==> src/rtl/byte_stream_packer_pkg.sv <==
// Shared types and helpers for the byte stream packer.
//   byte_t    : one stream byte
//   lane_idx  : output lane written by the byte at fill position cnt
package stream_pkg;

  typedef logic [7:0] byte_t;

  localparam int unsigned DEFAULT_WORD_BYTES = 4;

  // swap=0: first byte lands in the most significant lane; swap=1: in lane 0.
  // The mapping is its own inverse, so it also gives the fill position of a lane.
  function automatic int unsigned lane_idx(input int unsigned cnt,
                                           input int unsigned wb,
                                           input bit          swap);
    return swap ? cnt : (wb - 1 - cnt);
  endfunction

endpackage

==> src/rtl/byte_stream_packer_fifo2.sv <==
// Two-entry FIFO for finished words.
//   clk, rst   : clock, asynchronous active-high reset
//   push, pop  : write din / drop the head entry (both allowed in one cycle)
//   full, empty: occupancy flags
//   din, dout  : payload in, head payload out (held while empty)
module packer_fifo2 #(
  parameter int unsigned W = 8
) (
  input  logic         clk,
  input  logic         rst,
  input  logic         push,
  input  logic         pop,
  output logic         full,
  output logic         empty,
  input  logic [W-1:0] din,
  output logic [W-1:0] dout
);

  logic [1:0]   occ_q, occ_d;
  logic [W-1:0] head_q, head_d;
  logic [W-1:0] tail_q, tail_d;
  logic         do_push, do_pop;

  assign full  = (occ_q == 2'd2);
  assign empty = (occ_q == 2'd0);
  // The head is a dedicated register so the output keeps its last value once drained.
  assign dout  = head_q;

  always_comb begin
    head_d  = head_q;
    tail_d  = tail_q;
    do_pop  = pop && !empty;
    do_push = push && (!full || do_pop);
    if (occ_q == 2'd0) begin
      if (do_push) head_d = din;
    end else if (occ_q == 2'd1) begin
      if (do_push && do_pop) head_d = din;
      else if (do_push)      tail_d = din;
    end else begin
      if (do_pop) begin
        head_d = tail_q;
        if (do_push) tail_d = din;
      end
    end
    occ_d = occ_q + 2'(do_push) - 2'(do_pop);
  end

  always_ff @(posedge clk or posedge rst) begin
    if (rst) begin
      occ_q  <= '0;
      head_q <= '0;
      tail_q <= '0;
    end else begin
      occ_q  <= occ_d;
      head_q <= head_d;
      tail_q <= tail_d;
    end
  end

endmodule

==> src/rtl/byte_stream_packer.sv <==
// Packs a valid/ready byte stream into WORD_BYTES-wide words.
//   in_valid/in_ready/in_data/in_last : byte input handshake, in_last ends a packet
//   out_valid/out_ready               : word output handshake from a 2-entry buffer
//   out_data/out_bytes/out_last       : packed word, real byte count, end of packet
// Short final words are padded with PAD_BYTE in the unfilled lanes.
module byte_stream_packer
  import stream_pkg::*;
#(
  parameter int unsigned WORD_BYTES = DEFAULT_WORD_BYTES,
  parameter bit          SWAP_BYTES = 1'b0,
  parameter logic [7:0]  PAD_BYTE   = 8'h00
) (
  input  logic                              clk,
  input  logic                              rst,
  input  logic                              in_valid,
  output logic                              in_ready,
  input  logic [7:0]                        in_data,
  input  logic                              in_last,
  output logic                              out_valid,
  input  logic                              out_ready,
  output logic [8*WORD_BYTES-1:0]           out_data,
  output logic [$clog2(WORD_BYTES+1)-1:0]   out_bytes,
  output logic                              out_last
);

  localparam int unsigned CNT_W = $clog2(WORD_BYTES + 1);
  localparam int unsigned PW    = 8*WORD_BYTES + CNT_W + 1;

  typedef logic [CNT_W-1:0] cnt_t;

  cnt_t                    cnt_q, cnt_d;
  byte_t                   acc_q [WORD_BYTES];
  byte_t                   acc_d [WORD_BYTES];
  logic                    ready_q, ready_d;
  int unsigned             cnt_int;
  logic                    accept, complete, pop, full, empty;
  logic [1:0]              occ, occ_nx;
  logic [8*WORD_BYTES-1:0] word;
  logic [PW-1:0]           din, dout;

  assign cnt_int  = 32'(cnt_q);
  assign in_ready = ready_q;
  assign accept   = in_valid && ready_q;
  assign complete = accept && ((cnt_q == cnt_t'(WORD_BYTES - 1)) || in_last);
  assign out_valid = !empty;
  assign pop      = out_valid && out_ready;

  // Completed word: earlier bytes from the accumulator, the current byte
  // straight from the input, remaining lanes padded.
  always_comb begin
    word = '0;
    for (int unsigned l = 0; l < WORD_BYTES; l++) begin
      if (lane_idx(l, WORD_BYTES, SWAP_BYTES) < cnt_int)
        word[8*l +: 8] = acc_q[l];
      else if (lane_idx(l, WORD_BYTES, SWAP_BYTES) == cnt_int)
        word[8*l +: 8] = in_data;
      else
        word[8*l +: 8] = PAD_BYTE;
    end
  end

  always_comb begin
    acc_d = acc_q;
    cnt_d = cnt_q;
    if (accept) begin
      for (int unsigned l = 0; l < WORD_BYTES; l++) begin
        if (lane_idx(cnt_int, WORD_BYTES, SWAP_BYTES) == l) acc_d[l] = in_data;
      end
      cnt_d = complete ? '0 : cnt_t'(cnt_q + 1'b1);
    end
  end

  // in_ready is a register holding "buffer will not be full next cycle",
  // so it never depends combinationally on out_ready or in_valid.
  always_comb begin
    occ     = full ? 2'd2 : (empty ? 2'd0 : 2'd1);
    occ_nx  = occ + 2'(complete) - 2'(pop);
    ready_d = (occ_nx != 2'd2);
  end

  assign din = {word, cnt_t'(cnt_q + 1'b1), in_last};

  packer_fifo2 #(.W(PW)) u_fifo (
    .clk   (clk),
    .rst   (rst),
    .push  (complete),
    .pop   (pop),
    .full  (full),
    .empty (empty),
    .din   (din),
    .dout  (dout)
  );

  assign out_data  = dout[PW-1 -: 8*WORD_BYTES];
  assign out_bytes = dout[1 +: CNT_W];
  assign out_last  = dout[0];

  always_ff @(posedge clk or posedge rst) begin
    if (rst) begin
      cnt_q   <= '0;
      ready_q <= 1'b0;
      for (int unsigned l = 0; l < WORD_BYTES; l++) acc_q[l] <= '0;
    end else begin
      cnt_q   <= cnt_d;
      ready_q <= ready_d;
      acc_q   <= acc_d;
    end
  end

  a_in_stable: assert property (@(posedge clk) disable iff (rst)
    (in_valid && !in_ready) |=> ($stable(in_data) && $stable(in_last)));

endmodule

==> config.mk <==
export PLATFORM = sky130hd
export DESIGN_NAME = byte_stream_packer
export DESIGN_NICKNAME = d
export VERILOG_FILES = /design/src/rtl/byte_stream_packer_pkg.sv /design/src/rtl/byte_stream_packer_fifo2.sv /design/src/rtl/byte_stream_packer.sv
export SDC_FILE = /design/constraint.sdc
export NUM_CORES = 1
export LEC_CHECK = 0
export ABC_AREA = 1
export CORE_MARGIN = 2
export CORE_UTILIZATION = 57
export CTS_CLUSTER_DIAMETER = 60
export CTS_CLUSTER_SIZE = 25
export DETAILED_ROUTE_END_ITERATION = 10
export HOLD_SLACK_MARGIN = 0.12
export PLACE_DENSITY = 0.79
export RECOVER_POWER = 25
export SYNTH_ARGS = -nofsm -noshare
export SYNTH_HDL_FRONTEND = slang
export SYNTH_SLANG_ARGS = --single-unit
==> constraint.sdc <==
create_clock -name clk -period 4.5 [get_ports clk]
set_input_delay 0.45 -clock clk [delete_from_list [all_inputs] [get_ports clk]]
set_output_delay 0.45 -clock clk [all_outputs]
set_load 0.05 [all_outputs]
==> impl_metrics.yaml, run 1 <==
clock_tree:
  max-clock-path-buffers: 2
  cts_tree: "yes"
  post-cts-setup-buffer-count: 0
  post_cts_resize_count: 0
  cts-buffers-inserted: 9
  clkSinkCount: 110
  h-tree-depth: 3
  root_buffer_cell: "clkbuf_8"
  path_clk_slew_ps: 110
  ctsHoldBuffers: 0
  insertion_delay_ps: 380
synth:
  ys_async_sr_fraction_pct: 100
  ys_ff_latch: 110
  postSynthNetCount: 724
  synth.most_common_cell: "nand2_1"
  postSynthAreaPerCell_um2: 7.58
  register_area_share_after_synthesis_pct: 51.7
  synth_top_cell_area_share_pct: 51.7
  syn-instance-count: 703
  synth.top_cells.by_area: "dfrtp_1 (52%), nand2_1 (26%), nor2_1 (4.4%)"
  synth_common_cells: "nand2_1 (362), dfrtp_1 (110), nor2_1 (63)"
  yosys_most_used_dff: "dfrtp_1"
  yosysUniqueCellTypes: 24
  mappedNetlistArea_mm2: 0.00533
  synth_largest_area_cell: "dfrtp_1"
  synth.yosys.warnings: 0
  synth-edff-count: 0
routing:
  detail_route.drc_violations: 0
  detailedRoute.firstIterationViolations: 314
  vias: 4577
  route.final.wire_length_um: 11900
  routed_via_density: 5.38
  wl_per_cell_um: 14.0
  drt.antenna.violating_nets: 0
  drtPass1Iterations: 5
global_routing:
  antenna_found_initial: 0
  grt_start_max_net_pins: 86
  via_count_of_the_first_global_routing_pass: 4445
  grt_use_total_pct: 25.9
  first_pass_grt_wire_length_um: 20700
  grt-ovfl-total: 0
placed_design:
  port-buffer-count: 50
  detailedPlacementHpwl_um: 8020
  place_inst: 835
  place_congestion: 0.874
run:
  cap_viol_max_count: 1
floorplan:
  die_y_um: 101
  start_util_pct: 58.2
  die-width_um: 101
  pin_count: 51
  core-area_mm2: 0.00915
  floorplan.die_area_mm2: 0.0101
  num_rows: 35
finish:
  layoutNonFillerInstCount: 851
  finalNetCount: 756
  n_antenna_cell: 0
  synthToLayoutAreaGrowth_pct: 11.7
  layout-drive-gt1-share_pct: 4.46
min_path:
  class_of_the_tightest_hold_or_removal_check: "reg -> reg"
  min-delay-start: "u_fifo.dout[12]"
  hold-path-endpoint: "u_fifo.dout[12]"
  min_path_cells: 2
timing:
  achievable-frequency_mhz: 306
  final-max-slew-violation-count: 86
  setup-violations-final: 0
  finalClockSkew_ps: 15.1
  min_period_over_period_pct: 72.6
  worst_slew_margin_rel_pct: -107
  grt_setup_unrepaired: "no"
  fin_setup_tns_ps: 0
  timing_worst_slew_pin_value_ps: 3100
  finalHoldViolCount: 0
  post-route-min-period_ps: 3270
critical_path:
  regToRegEndpoint: "u_fifo.tail_q[19]"
  critical_path.most_common_cell: "nand2_1"
  crit_arrival_ps: 3540
  regToRegSetupSlack_ps: 1230
  critical_path.cell_chain: "inv_2 -> ha_1 -> inv_2 -> nand2_1 -> nand2_1 -> inv_2 -> nand2_2 -> clkinv_2 -> nand2_1 -> nand2_1"
  critical_path.max_fanout: 41
  worst_r2r_startpoint: "cnt_q[2]"
  worst_setup_path_end_kind: "flip-flop"
  worst_path_largest_cell_delay_ps: 710
  critPathSlowestCell: "dfrtp_1"
  cp.required_ps: 4780
  r2r_cells: 10
  cp-start-kind: "flip-flop"
  worstSetupPathType: "reg -> reg"
outcome:
  failed_checks: "max-capacitance violations, max-slew violations"
  outcome: "finished, violations left"
power_and_ir_drop:
  ir_worst_vdd_v: 0.000662
  power_density_mw_per_mm2: 773
  p_leak_uw: 0.00327
## per-stage QoR
| step | power (µW) | utilization (%) | setup slack (ps) | instance area [µm²] | hold WS [ps] |
|---|---|---|---|---|---|
| CTS | 4620 | 65.1 | 1280 | 5950 | 491 |
| finish | 4600 | 65.0 | 1230 | 5950 | 488 |
| floorplan | 3490 | - | 1150 | 5330 | 449 |
| global route | 5000 | 65.0 | 542 | 5950 | 509 |
| detailed placement | 4070 | 63.2 | 1280 | 5780 | 464 |
| global placement | 3960 | 63.2 | 1480 | 5780 | 461 |
## registers in the layout, summed over array words and instances, names as in the netlist
register       count
acc_q             32
cnt_q              3
in_ready           1
u_fifo.dout       36
u_fifo.occ_q       2
u_fifo.tail_q     36
## how the worst max path moves through the flow
| stage | startpoint | endpoint | slack [ps] | cells after the start |
|---|---|---|---|---|
| floorplan | rst | acc_q[0] | 1150 | 1 |
| global placement | cnt_q[2] | u_fifo.tail_q[4] | 1480 | 10 |
| detailed placement | u_fifo.occ_q[1] | u_fifo.tail_q[19] | 1280 | 7 |
| CTS | u_fifo.occ_q[1] | u_fifo.tail_q[19] | 1280 | 7 |
| global route | rst | acc_q[11] | 540 | 2 |
| finish | cnt_q[2] | u_fifo.tail_q[19] | 1230 | 10 |
## critical path, delay by kind of cell (launching register included)
kind                       cells  cell delay (ps)
and+or+nand+nor                5             1090
buffers and inverters          4             1070
DFF                            1              710
adders and majority gates      1              290
## logic make-up after synthesis
| group | count (synthesis) | share of synthesized area, % |
|---|---|---|
| simple gates | 477 | 35.7 |
| flops | 110 | 51.7 |
| buf+inv | 60 | 5.80 |
| compound gates | 44 | 4.25 |
| fa+ha+maj | 8 | 1.88 |
| xor+xnor | 4 | 0.658 |
## layer usage
| layer | part of all wire, % | track usage, % | wire [µm] |
|---|---|---|---|
| met1 | 43 | 34.3 | 5160 |
| met2 | 48 | 42.8 | 5730 |
| met3 | 6.1 | 5.06 | 720 |
| met4 | 2.2 | 8.64 | 264 |
| met5 | 0 | 0 | 0 |
## area by class of cell
cell class / count / area (µm²)
inverter: 30 / 114
tap: 111 / 139
timing repair buffer: 51 / 508
multi-input combinational: 533 / 2260
clock buffer: 10 / 128
sequential: 110 / 2750
fill: 793 / 3200
clock inverter: 6 / 46.3
## report_power, final
part / leakage [µW] / internal [µW] / total, µW / switching [µW]
sequential: 0.00142 / 1410 / 1690 / 289
combinational: 0.00176 / 743 / 2360 / 1610
clock: 0.0000829 / 205 / 550 / 346
total: 0.00327 / 2350 / 4600 / 2250
## cells in the final DEF, fill, tap and decap left out, types with 3 or more instances in the layout
cell type | synthesis | layout
clkbuf_8 | 0 | 9
clkdlybuf4s50_1 | 0 | 50
dfrtp_1 | 110 | 110
ha_1 | 8 | 8
inv_1 | 21 | 21
inv_2 | 8 | 8
nand2_1 | 362 | 362
nand2_2 | 3 | 3
nand3_1 | 37 | 37
nand4_1 | 8 | 8
nor2_1 | 63 | 63
o21ai_0 | 36 | 36
o21ai_1 | 4 | 4
No activity file was read; power rests on OpenSTA's default activity.
==> run 2: changes to the inputs <==
Clock period 4.5 ns to 3.25 ns, I/O delays scaled along.
==> run 2 against run 1 <==
Effect of this change: the run still ends with max-capacitance violations, max-slew violations left; critical path depth rose by 1; fmax rose by 27%; sequential share of layout area fell by 0.30 points; die area did not move; combinational power rose by 39%; count of clock-buffer cells in the layout fell by 1; final cell count rose by 0.47%.
==> impl_metrics.yaml, run 2 (synthesis gave the netlist of run 1 again) <==
outcome:
  outcome: "finished, violations left"
  failed_checks: "max-capacitance violations, max-slew violations"
clock_tree:
  post_cts_resize_count: 0
  max-clock-path-buffers: 2
  cts_tree: "yes"
  insertion_delay_ps: 370
  clkSinkCount: 110
  cts-buffers-inserted: 9
  h-tree-depth: 3
  post-cts-setup-buffer-count: 0
  path_clk_slew_ps: 100
  root_buffer_cell: "clkbuf_8"
  ctsHoldBuffers: 0
power_and_ir_drop:
  power.switching_uw: 3140
  seq_power_share_pct: 36.5
  power_density_mw_per_mm2: 1070
  p_leak_uw: 0.00330
  switching_share_pct: 48.9
  ir_worst_vdd_v: 0.000593
  power.combinational.fraction_pct: 51.3
  cellInternalPower_uw: 3280
  clock_power_share_pct: 12.2
  total_power_uw: 6420
global_routing:
  first_pass_grt_wire_length_um: 20100
  grt-ovfl-total: 0
  grt_start_max_net_pins: 57
  via_count_of_the_first_global_routing_pass: 4175
  grt_use_total_pct: 25.1
  antenna_found_initial: 0
timing:
  finalClockSkew_ps: 11.4
  worst_slew_margin_rel_pct: -41.2
  post-route-min-period_ps: 2570
  fin_setup_tns_ps: 0
  grt_setup_unrepaired: "no"
  finalHoldViolCount: 0
  min_period_over_period_pct: 79.2
  final-max-slew-violation-count: 57
  timing.hold.ws_ps: 487
  setup-violations-final: 0
  achievable-frequency_mhz: 389
  timing_worst_slew_pin_value_ps: 2110
run:
  cap_viol_max_count: 1
routing:
  drtPass1Iterations: 5
  wl_per_cell_um: 14.0
  routed_via_density: 5.33
  route.final.wire_length_um: 11900
  detail_route.drc_violations: 0
  detailedRoute.firstIterationViolations: 233
  drt.antenna.violating_nets: 0
  vias: 4557
floorplan:
  pin_count: 51
  die-width_um: 101
  core-area_mm2: 0.00915
  die_y_um: 101
  num_rows: 35
  floorplan.die_area_mm2: 0.0101
  start_util_pct: 58.2
critical_path:
  path_buf_inv: 3
  worstSetupPathType: "reg -> reg"
  cp-start-kind: "flip-flop"
  worst_setup_path_end_kind: "flip-flop"
  critical_path.most_common_cell: "nand2_1"
  cp.required_ps: 3520
  critPathSlowestCell: "dfrtp_1"
  worst_path_largest_cell_delay_ps: 690
  worst_r2r_startpoint: "cnt_q[2]"
  critical_path.cell_chain: "inv_2 -> ha_1 -> inv_2 -> nand2_1 -> nand2_1 -> nand2_1 -> nand2_4 -> buf_4 -> nor2_1 -> nand2_1 -> nand2_1"
  r2r_cells: 11
  critical_path.max_fanout: 45
  regToRegEndpoint: "u_fifo.dout[13]"
  critical_path.top_delay_family: "simple AND/OR/NAND/NOR gates"
  regToRegSetupSlack_ps: 680
  crit_arrival_ps: 2840
min_path:
  min-delay-start: "u_fifo.dout[13]"
  hold-path-endpoint: "u_fifo.dout[13]"
  class_of_the_tightest_hold_or_removal_check: "reg -> reg"
  min_path_cells: 2
finish:
  n_antenna_cell: 0
  layout.cells.most_common_list: "nand2_1 (362), dfrtp_1 (110), nor2_1 (63)"
  most_common_library_cell_in_the_layout_ignoring_fill_and_taps: "nand2_1"
  finalNetCount: 761
  layout-drive-gt1-share_pct: 5.11
  final_core_utilization_pct: 65.5
  synthToLayoutAreaGrowth_pct: 12.5
placed_design:
  place_congestion: 0.857
  port-buffer-count: 50
  detailedPlacementHpwl_um: 8260
==> run 2: cell types whose count changed in the layout (fill, tap and decap cells not counted), sizes merged <==
cell | previous run | this run
clkbuf | 10 | 11
inv | 30 | 32
clkinvlp | 2 | 1
buf | 1 | 4
clkinv | 4 | 3
clkdlybuf4s50 | 50 | 49
dlygate4sd3 | 0 | 1
==> run 2: per-layer routing <==
metal  vias up  wire length, µm  track usage, %
met4         0              259            8.96
met2       127             5700            40.8
met5         -                0               0
met3        23              524            2.70
met1      2161             5450            35.2
li1       2246                -               -
==> run 2: stage by stage <==
| step | area, µm² | worst slack, ps | std cells |
|---|---|---|---|
| floorplan | 5330 | 22.7 | 703 |
| global placement | 5820 | 809 | 840 |
| detailed placement | 5820 | 716 | 840 |
| CTS | 6000 | 672 | 855 |
| global route | 5990 | 238 | 855 |
| finish | 5990 | 677 | 855 |
==> run 2: how the worst max path moves through the flow <==
| stage | from | endpoint | slack, ps | cells past startpoint |
|---|---|---|---|---|
| floorplan | rst | acc_q[0] | 20 | 1 |
| finish | cnt_q[2] | u_fifo.dout[13] | 680 | 11 |
| detailed placement | cnt_q[2] | u_fifo.dout[17] | 720 | 11 |
| global placement | cnt_q[2] | u_fifo.dout[17] | 810 | 11 |
| global route | rst | acc_q[24] | 240 | 3 |
| CTS | cnt_q[2] | u_fifo.dout[15] | 670 | 11 |
==> run 2: worst min-delay path, cell delays in order, from the launching register on <==
cell     delay, ps
dfrtp_1        360
nand2_1         50
nand2_1         50
==> run 2: final cells by class <==
| type | instances | area, µm² |
|---|---|---|
| inverter | 30 | 114 |
| fill | 774 | 3160 |
| clock buffer | 9 | 124 |
| tap | 111 | 139 |
| timing repair buffer | 56 | 541 |
| clock inverter | 6 | 56.3 |
| multi-input combinational | 533 | 2260 |
| sequential | 110 | 2750 |
==> run 2: power by group through the flow <==
stage	clock network, µW	logic, µW	registers [µW]
detailed placement	0	3290	2360
floorplan	0	1910	2920
global placement	0	3180	2330
finish	783	3290	2340
CTS	800	3310	2340
global route	842	3670	2420
